[src/rtl/npu_act_packer.sv]
// rtl/npu_act_packer.sv - requantize, pack and buffer activation samples into ready/valid words

package npu_pkg;
    localparam int M_LEN = 16;
endpackage

module npu_act_packer #(
    parameter int DATA_W = npu_pkg::M_LEN,
    parameter int OUT_W  = 8,
    parameter int PACK   = 4,
    parameter int DEPTH  = 4,
    parameter int CNT_W  = 16,
    localparam int SH_W  = $clog2(DATA_W)
) (
    input  logic                   clk_i,
    input  logic                   rst_i,
    input  logic [DATA_W-1:0]      data_i,
    input  logic                   valid_i,
    input  logic                   last_i,
    input  logic [SH_W-1:0]        shift_i,
    input  logic                   clear_i,
    output logic [PACK*OUT_W-1:0]  data_o,
    output logic [PACK-1:0]        keep_o,
    output logic                   last_o,
    output logic                   valid_o,
    input  logic                   ready_i,
    output logic                   ovf_o,
    output logic [CNT_W-1:0]       sat_cnt_o
);

    localparam int IDX_W = (PACK > 1) ? $clog2(PACK) : 1;
    localparam int PTR_W = $clog2(DEPTH) + 1;
    localparam int ADR_W = PTR_W - 1;
    localparam int ENT_W = 1 + PACK + PACK * OUT_W;

    // requantization datapath
    logic [DATA_W:0]          rnd_full;
    logic [DATA_W:0]          rnd;
    logic signed [DATA_W:0]   sum;
    logic signed [DATA_W:0]   r;
    logic                     neg;
    logic                     over;
    logic [OUT_W-1:0]         q;

    // packing state
    logic [PACK-1:0][OUT_W-1:0] lanes;
    logic [PACK-1:0][OUT_W-1:0] word_data;
    logic [PACK-1:0]            word_keep;
    logic [IDX_W-1:0]           idx;
    logic                       complete;

    // fifo state
    logic [ENT_W-1:0]  mem [DEPTH];
    logic [PTR_W-1:0]  wr_ptr;
    logic [PTR_W-1:0]  rd_ptr;
    logic              full;
    logic              empty;
    logic              push;
    logic              pop;
    logic              push_ok;
    logic              drop;
    logic [ENT_W-1:0]  head;

    logic              ovf;
    logic [CNT_W-1:0]  sat_cnt;

    // round-half-up in DATA_W+1 bits, arithmetic shift, then clamp to the unsigned lane range
    always_comb begin
        rnd_full = {{DATA_W{1'b0}}, 1'b1} << shift_i;
        rnd      = rnd_full >> 1;
        sum      = $signed({data_i[DATA_W-1], data_i}) + $signed(rnd);
        r        = sum >>> shift_i;
        neg      = r[DATA_W];
        over     = !neg && (|r[DATA_W-1:OUT_W]);
        if (neg) begin
            q = '0;
        end else if (over) begin
            q = '1;
        end else begin
            q = r[OUT_W-1:0];
        end
    end

    // assemble the word as it would look with the current sample merged in
    always_comb begin
        word_data      = lanes;
        word_data[idx] = q;
        for (int i = 0; i < PACK; i++) begin
            word_keep[i] = (IDX_W'(i) <= idx);
        end
        complete = valid_i && ((idx == IDX_W'(PACK - 1)) || last_i);
    end

    // fifo status and push/pop decisions
    always_comb begin
        empty   = (wr_ptr == rd_ptr);
        full    = (wr_ptr[PTR_W-1] != rd_ptr[PTR_W-1]) &&
                  (wr_ptr[ADR_W-1:0] == rd_ptr[ADR_W-1:0]);
        pop     = !empty && ready_i;
        push    = complete;
        push_ok = push && (!full || pop);
        drop    = push && full && !pop;
    end

    // pack register: lanes restart at zero so unwritten lanes of the next word read as 0
    always_ff @(posedge clk_i) begin
        if (rst_i) begin
            lanes <= '0;
            idx   <= '0;
        end else if (valid_i) begin
            if (complete) begin
                lanes <= '0;
                idx   <= '0;
            end else begin
                lanes[idx] <= q;
                idx        <= idx + 1'b1;
            end
        end
    end

    // fifo storage; contents need no reset since the pointers define validity
    always_ff @(posedge clk_i) begin
        if (push_ok) begin
            mem[wr_ptr[ADR_W-1:0]] <= {last_i, word_keep, word_data};
        end
    end

    // fifo pointers
    always_ff @(posedge clk_i) begin
        if (rst_i) begin
            wr_ptr <= '0;
            rd_ptr <= '0;
        end else begin
            if (push_ok) begin
                wr_ptr <= wr_ptr + 1'b1;
            end
            if (pop) begin
                rd_ptr <= rd_ptr + 1'b1;
            end
        end
    end

    // sticky overflow and saturating clip counter; clear takes priority over new events
    always_ff @(posedge clk_i) begin
        if (rst_i) begin
            ovf     <= 1'b0;
            sat_cnt <= '0;
        end else if (clear_i) begin
            ovf     <= 1'b0;
            sat_cnt <= '0;
        end else begin
            if (drop) begin
                ovf <= 1'b1;
            end
            if (valid_i && over && (sat_cnt != '1)) begin
                sat_cnt <= sat_cnt + 1'b1;
            end
        end
    end

    // first-word-fall-through view of the fifo head, forced to zero while empty
    always_comb begin
        head    = empty ? '0 : mem[rd_ptr[ADR_W-1:0]];
        valid_o = !empty;
        last_o  = head[ENT_W-1];
        keep_o  = head[ENT_W-2 -: PACK];
        data_o  = head[PACK*OUT_W-1:0];
    end

    assign ovf_o     = ovf;
    assign sat_cnt_o = sat_cnt;

endmodule

[config.mk]
export PLATFORM = sky130hd
export DESIGN_NAME = npu_act_packer
export DESIGN_NICKNAME = d
export VERILOG_FILES = /design/src/rtl/npu_act_packer.sv
export SDC_FILE = /design/constraint.sdc
export NUM_CORES = 1
export LEC_CHECK = 0
export CAP_MARGIN = 40
export CORE_ASPECT_RATIO = 0.5
export CORE_MARGIN = 2
export CORE_UTILIZATION = 45
export CTS_BUF_LIST = sky130_fd_sc_hd__clkbuf_8
export DETAILED_ROUTE_END_ITERATION = 10
export PLACE_DENSITY_LB_ADDON = 0.12
export RECOVER_POWER = 100
export SYNTH_ARGS = -nofsm -noshare
export SYNTH_HDL_FRONTEND = slang
export SYNTH_SLANG_ARGS = --single-unit
export TNS_END_PERCENT = 20
[constraint.sdc]
create_clock -name clk_i -period 7.6 [get_ports clk_i]
set_input_delay 1.52 -clock clk_i [delete_from_list [all_inputs] [get_ports clk_i]]
set_output_delay 1.52 -clock clk_i [all_outputs]
set_load 0.02 [all_outputs]
=== Yosys cells after proc, flatten, opt, wreduce, memory -nomap -nowiden ===
Memories as Yosys holds them, arrays and structs flattened. A register that Yosys moved wholly into a read port is not among the register bits.
Cells that the tools add are included.

* Register bits: 57
* Memory bits (writable): 148
* Output and inout bits: 55
* Word-level logic and storage cells: 58
* Memories: 1

{| class="wikitable"
|+ Memories
! name !! depth !! bits a word !! read ports !! clocked after memory_dff !! write ports !! line !! text
|-
| mem || 4 || 37 || 1 || 1 || 1 || 53 || <nowiki>logic [ENT_W-1:0] mem [DEPTH];</nowiki>
|}

* $add $sub $neg: 5
* Order comparisons: 6
* Equality and inequality tests: 5
* Shifts and indexed selects: 2
* Muxes and demuxes: 12
* Reductions and logical operators: 18

{| class="wikitable"
|+ Operators with widths
! operator !! number
|-
| two-way mux 37 bit || 1
|-
| bitwise mux 32 bit || 1
|-
| two-way mux 32 bit || 1
|-
| two-way mux 8 bit || 3
|-
| adder 16 x 17 -> 17 bit || 1
|-
| << shifter 1 x 4 -> 17 bit (first input constant) || 1
|-
| >>> shifter 17 x 4 -> 17 bit || 1
|-
| adder 16 x 1 -> 16 bit (second input constant) || 1
|-
| demux 8 bit (select 2 bit) || 1
|-
| inequality test 16 bit (second input constant) || 1
|-
| logical AND 1 bit || 10
|-
| OR reduction 8 bit || 1
|-
| adder 3 x 1 -> 3 bit (second input constant) || 2
|-
| two-way mux 2 bit || 3
|-
| less-or-equal comparator 1 x 2 -> 1 bit (first input constant) || 2
|-
| less-or-equal comparator 2 bit (first input constant) || 2
|-
| logical NOT 1 bit || 4
|-
| == test 3 bit || 1
|-
| less-than comparator 2 x 3 -> 1 bit (second input constant) || 1
|-
| adder 2 x 1 -> 2 bit (second input constant) || 1
|-
| == test 2 bit || 1
|-
| == test 2 bit (second input constant) || 1
|-
| >= comparator 2 x 1 -> 1 bit (second input constant) || 1
|-
| logical OR 1 bit || 2
|-
| 3 further kinds || 4
|}

=== Logic depth before layout (Yosys ltp) ===
* Depth in word-level cells: 9
* Mapped depth: 19
* Depth with buffers taken out: 15

=== Worst setup path before layout ===
OpenSTA, ideal clock, no wires.

* Path kind: input to register
* Start point: in shift_i[3]
* End point: mem mem[0][15] in the netlist's numbering (data pin)
* Library setup time: 0.294 ns
* Arrival time: 5.510 ns
* Setup slack: 1.796 ns
* Stages on the path: 16
* Path buffers: 3
* Cells stage by stage: clkbuf_1 -> buf_1 -> buf_1 -> nor3_1 -> ha_1 -> fa_1 -> a21o_1 -> a221oi_4 -> o31ai_1 -> xor2_1 -> o22a_1 -> a2111oi_0 -> a32oi_2 -> a22o_4 -> a211oi_2 -> o22ai_1

{| class="wikitable"
|+ RTL lines
! what !! line !! text
|-
| from (decl) || 20 || <nowiki>input logic [SH_W-1:0] shift_i,</nowiki>
|-
| to (decl) || 53 ||
|}

==> results.cfg <==
[clocking]
clkSinkCount = 203
cts.reportedPaths.clkPinSlew_ps = 60
post_cts_setup_buffer_count = 0
clock_tree.buffer_depth = 3
htreeDepth = 1
clock_tree_from_tritoncts = built
ctsRootBufferMaster = clkbuf_8
post_cts.resized_instances = 0
cts.hold.buffers_added = 0
worstSkewPairLatency_ps = 570
tritoncts.num_buffers = 29

[layout]
synthToLayoutAreaGrowth_pct = 16.4
seq_area_um2 = 5510
mostFrequentLayoutCell = edfxtp_1
drive_gt1_frac = 0.113
final_net_count = 962
most_frequent_cells_in_the_layout = edfxtp_1 (144), nor2_1 (75), nand2_1 (73)
area_taken_by_multi_input_logic_gates_um2 = 4080
post-route-util = 0.532
post_route_cell_area_um2 = 11500
n_fill_cell = 1924
diodes = 0

[place]
buffer_ports.inserted = 80
detailed_place.area_um2 = 11000
place.gp.congestion = 0.884
hpwl_um = 14600

[global_routing]
grt.overflow.total = 0
grt_max_degree = 38
grt_pass1_wl_um = 36500
number_of_antenna_violations_at_the_first_check_in_global_routing = 0
number_of_global_route_vias_before_repair = 6756
groute.usage.overall = 0.205

[sta]
final_hold_viol_count = 0
min_period_over_period = 0.896
slew_violations = 186
max_freq_mhz = 147
timing.final.crit_period_ps = 6810
max_slew_margin = -0.718
finClkSkew_ps = 8.67
final.setup.tns_ps = 0
worstMarginPinSlew_ps = 2580
unrepaired_setup_endpoints_after_global_routing = no
setup_viol = 0

[synthesis]
synth_enable_flop_cells = 144
post_synth_instance_area_um2 = 9860
postSynthRegisterBits = 203
yosysUniqueCellTypes = 75
synthCells = 832
yosys_most_used_dff = edfxtp_1
mappedNetlistNets = 884
synthesis.area_per_instance_um2 = 11.9
ys_warn_count = 0
sequential_share_of_the_synthesized_area = 0.558
asyncSetResetFlopFracSynth = 0

[critical_path]
crit_path_max_incr_delay_ps = 650
critical_path_buf_inv_count = 3
crit_path_max_fanout = 20
crit_type = in -> reg
critical-path-top-delay-family = compound AO/OA/AOI/OAI gates
ff2ff_path_depth = 6
critical_path_arrival_ps = 7060
cp.required_ps = 7850
timing.critical_path.to_type = flip-flop
crit-reg2reg-launch = idx[0]$_SDFFE_PP0P_
critical_path_slowest_stage_cell = a221oi_1
worst_setup_start_kind = primary input
r2r_setup_slack_ps = 3120
rr_endpoint = mem[3][7]$_DFFE_PP_
cells_along_the_critical_path = clkdlybuf4s50_1, buf_4, inv_1, nand2_1, nor3_1, ha_1, fa_1, a21o_1, a221oi_1, o31ai_1, xor2_1, o22a_1, a2111oi_0, a32oi_2, a22o_4, a211oi_2, o22ai_1

[detailed_routing]
drc = 0
final_antenna_net_count = 0
wl_per_cell_um = 18.7
viasPerCell = 5.64
detail_route.iter0.violations = 475
drtPass1Iterations = 5
via_count = 6957
routed_wl_um = 23100

[worst_hold_path]
min-delay-path-class = reg -> reg
hold_depth = 2
hp-start = lanes[9]$_SDFFE_PP0P_
min_delay_worst_endpoint = lanes[9]$_SDFFE_PP0P_

[flow_run]
max_cap_viol_count = 5

[power]
share_seq_of_total_power = 0.474
intPower_mw = 1.86
power_frac_clock = 0.324
leakagePower_nw = 3.96
net-switching-power_uw = 733
power_frac_comb = 0.202
power.density_nw_per_um2 = 225
swShare = 0.283
total_power_consumption_of_the_routed_design_mw = 2.59
max-vdd-ir-drop_uv = 111

[die]
floorplan_die_width_um = 213
total_core_area_um2 = 21600
die_h_um = 109
num_rows = 38
die_area_um2 = 23200
floorplan.initialDensity = 0.457
floorplan.io_pins = 81

[outcome]
status = finished, violations left
failed_checks = max-capacitance violations, max-slew violations
## cell families (layout without fill, tap and decap cells)
kind of cell               Yosys count  after routing  share of synthesized area
buffers and inverters               66            167                     0.0269
muxes                               47             47                     0.0935
AOI/OAI and AO/OA                  201            201                      0.138
and+or+nand+nor                    270            270                      0.133
DFF                                203            203                      0.558
adders and majority gates           26             26                     0.0337
xor gates and xnor gates            19             19                     0.0169
## power by group through the flow
stage | Sequential, mW | Clock [mW] | Combinational, mW
after floorplan | 1.25 | 0 | 0.351
after global placement | 1.25 | 0 | 0.549
after detailed placement | 1.25 | 0 | 0.550
after CTS | 1.23 | 0.863 | 0.552
after global routing | 1.23 | 0.912 | 0.572
final | 1.23 | 0.839 | 0.523
## state kept, by name, summed over array words and instances (netlist names), named ones only
signal and cells:
idx 2, rd_ptr 3, sat_cnt_o 16, lanes 32
mem 144, wr_ptr 3, ovf_o 1
## stage by stage
stage	hold WS [ps]	worst slack, ps	std cells
after global placement	436	710	1179
final	451	792	1233
after global routing	473	471	1233
after floorplan	425	1800	832
after CTS	450	1260	1233
after detailed placement	440	615	1179
## layer usage
metal  track usage  part of all wire
met1         0.302              0.48
met2         0.319              0.45
met3        0.0392             0.054
met4        0.0437             0.013
met5             0                 0
## cell type report
cell class / count / share of cell area
Sequential cell: 203 / 0.480
Tap cell: 300 / 0.0327
Clock inverter: 22 / 0.0108
Timing Repair Buffer: 95 / 0.0776
Clock buffer: 32 / 0.0384
Inverter: 18 / 0.00588
Multi-Input combinational cell: 563 / 0.355
## worst register-to-register path, stage by stage (launching register included)
cell,delay [ps]
dfxtp_1,420
ha_1,790
or2_2,300
nand2_1,70
nor2_1,350
and2_0,230
clkbuf_1,1850
## synth_stat cells, types with 7 or more instances
library cell  number  share of area
buf_1              9         0.0034
nor2b_1           37          0.023
edfxtp_1         144           0.44
o21ai_1           34          0.017
dfxtp_1           59           0.12
inv_1             16         0.0061
xnor2_1           11         0.0098
nor2_1            75          0.029
or3_1             14         0.0089
a31oi_1           12         0.0076
nand2_1           73          0.028
nand4_1            7         0.0044
ha_1              25          0.032
xor2_1             8         0.0071
a21oi_1           64          0.032
mux2i_1           10          0.010
a211oi_1          11         0.0084
a21o_1             7         0.0053
o211ai_1           8         0.0061
mux4_2            36          0.082
and2_1            15         0.0095
clkbuf_1          32          0.012
nor3_1            15         0.0076
nand3_1           10         0.0051
o31ai_1            9         0.0068
## worst max path at each step
| stage | start | endpoint | slack (ps) | depth (start not counted) |
|---|---|---|---|---|
| floorplan | shift_i[3] | mem[0][15]$_DFFE_PP_ | 1800 | 16 |
| finish | shift_i[1] | mem[3][31]$_DFFE_PP_ | 790 | 17 |
| global placement | shift_i[1] | mem[2][31]$_DFFE_PP_ | 710 | 17 |
| detailed placement | shift_i[1] | mem[2][31]$_DFFE_PP_ | 620 | 17 |
| CTS | shift_i[1] | mem[3][31]$_DFFE_PP_ | 1260 | 17 |
| global route | shift_i[1] | mem[1][23]$_DFFE_PP_ | 470 | 17 |
Power figures use the tool's default switching activity.
==> RTL change, RTL diff (same settings) <==
Set the parameter `DEPTH` to 2 (it was 4).
--- a/src/rtl/npu_act_packer.sv
+++ b/src/rtl/npu_act_packer.sv
@@ -10,3 +10,3 @@
     parameter int PACK   = 4,
-    parameter int DEPTH  = 4,
+    parameter int DEPTH  = 2,
     parameter int CNT_W  = 16,
Behaviour: not the same (Yosys sat finds a counterexample within 4 cycles, from zero or initial values and one cycle with rst_i high).
==> RTL change against the original RTL <==
- global-route usage grew 0.96 points
- largest cell class is now multi-input combinational cells
- wire length fell by 25%
- first-iteration DRC count is 17% lower
- clock skew up 0.0073 ns
- setup slack lost 0.075 ns
- cell area down 27%
- area after synthesis down 29%
- sequential cell count fell by 75
- the flow still finishes with violations (max-capacitance violations, max-slew violations)
- fmax shrank 1.1%
- total power fell by 30%
- sequential power shrank 37%
==> RTL change: results (changes against the original RTL) <==
Status
  – Status: complete, but fails checks
  – Failing checks: max-capacitance violations, max-slew violations

Synthesis
  – Post-synth EDFFs: 72 (-50%)
  – Synth area leaders: edfxtp_1, dfxtp_1, mux2i_1, nor2_1, nand2_1
  – Post-synth net total: 774 (-12%)
  – Ys Warns: 0 (unchanged)
  – Cells after Synth: 727 (-13%)
  – Library cells used by synthesis: 69 (-8.0%)
  – Top cells by count, synth: nor2_1, edfxtp_1, nand2_1
  – Seq/Total Area, Yosys: 46.6% (-9.2 points)

Cells and area
  – Nets: 845 (-12%)
  – Max reg flops: 72 (-50%)
  – Layout cells sized above 1: 7.15% (-4.1 points)

Critical path
  – Crit Path Max Fanout: 11 (-45%)
  – Crit path arrival time: 7.10 ns (+0.04 ns)
  – CP top delay family: compound AO/OA/AOI/OAI gates
  – Max stage delay on crit path: 0.76 ns (+0.11 ns)
  – Reg2reg setup slack: 3.85 ns (+0.73 ns)
  – Critical R2R Launch: idx[1]$_SDFFE_PP0P_
  – Crit-path slowest cell: dlygate4sd3_1
  – R2r endpoint: mem[1][13]$_DFFE_PP_

Place
  – RePlAce Congestion: 0.856 (-3.1%)
  – HPWL after DPL: 12500 um (-14%)
  – Placed inst area: 8030 sq um (-27%)
  – Dpl cells: 983 (-17%)
  – Worst Setup Slack post-DPL: 0.685 ns (+0.0695 ns)

STA
  – Hold_ws: 0.460 ns (+0.00874 ns)
  – Worst Max-Slew Pin Slew: 2.26 ns (-0.318 ns)
  – Layout Skew: 0.0159 ns (+0.00726 ns)
  – Fin. max-slew vios: 38 (-80%)
  – Period utilisation layout: 90.6% (+0.99 points)

GRT
  – Vias in the first global route: 5483 (-19%)
  – First-pass GRT wire length: 28700 um (-21%)
  – GRT Total Usage: 21.5% (+0.96 points)

CTS
  – Clock-pin slew on the worst setup and hold paths: 0.08 ns (+0.02 ns)
  – Clock buffer depth: 2 (-1)
  – Num CTS Buffers: 17 (-41%)
  – H-tree depth: 4 (+3)
  – Worst-skew pair later-pin latency: 0.42 ns (-0.15 ns)

Drt
  – Drt via density: 5.64 (about the same)
  – Routed WL: 17400 um (-25%)
  – Vias: 5728 (-18%)
  – Starting DRT DRC Count: 396 (-17%)

Min path
  – Worst Hold Path EP: lanes[7]$_SDFFE_PP0P_
  – Hold_sp: lanes[7]$_SDFFE_PP0P_

Power
  – Static Leak: 3.20 nW (-19%)
  – Worst VDD drop: 0.101 mV (-8.9%)

Job
  – Maxcap violations: 1 (-4)
-- RTL change: cell count changes in the layout (fill, tap and decap cells not counted), sizes merged, moves of 14 or more --
| cell | change |
|---|---|
| nor2b | -36 |
| mux2 | +14 |
| mux2i | +37 |
| nor2 | +23 |
| mux4 | -35 |
| edfxtp | -72 |
| clkbuf | -15 |
| a21oi | -15 |
-- RTL change: report_power, final --
group / internal [mW] / switching, mW
logic: 0.160 / 0.253
clock network: 0.339 / 0.289
registers: 0.755 / 0.0152
total: 1.25 / 0.557
-- RTL change: kinds of logic (layout without fill, tap and decap cells) --
group | Yosys count | after routing | synth area share, %
AND/OR/NAND/NOR | 258 | 258 | 16.9
AO/OA/AOI/OAI | 181 | 181 | 17.6
flip-flops | 128 | 128 | 46.6
multiplexers | 63 | 63 | 9.39
buffers and inverters | 58 | 142 | 3.41
adder cells (fa/ha/maj) | 21 | 21 | 3.83
XOR/XNOR | 18 | 18 | 2.34
-- RTL change: area by class of cell --
cell class / count / area, sq um
inverter: 18 / 67.6
multi-input combinational: 541 / 3500
timing repair buffer: 92 / 872
clock buffer: 18 / 248
fill: 1425 / 6970
sequential: 128 / 3280
clock inverter: 14 / 178
tap: 204 / 255
-- RTL change: worst max path at each step --
stage,start,to
after global routing,shift_i[1],mem[1][10]$_DFFE_PP_
after CTS,shift_i[1],mem[0][17]$_DFFE_PP_
after detailed placement,shift_i[1],mem[1][9]$_DFFE_PP_
final,shift_i[1],mem[1][18]$_DFFE_PP_
after global placement,shift_i[1],mem[0][17]$_DFFE_PP_
after floorplan,shift_i[1],mem[0][17]$_DFFE_PP_
-- RTL change: routing by layer --
layer  vias up  wire length (um)  GRT usage, %
met4         0               109          4.20
met2       153              7960          34.9
met5         -                 0             0
met1      2742              8680          30.6
li1       2825                 -             -
met3         8               674          3.46
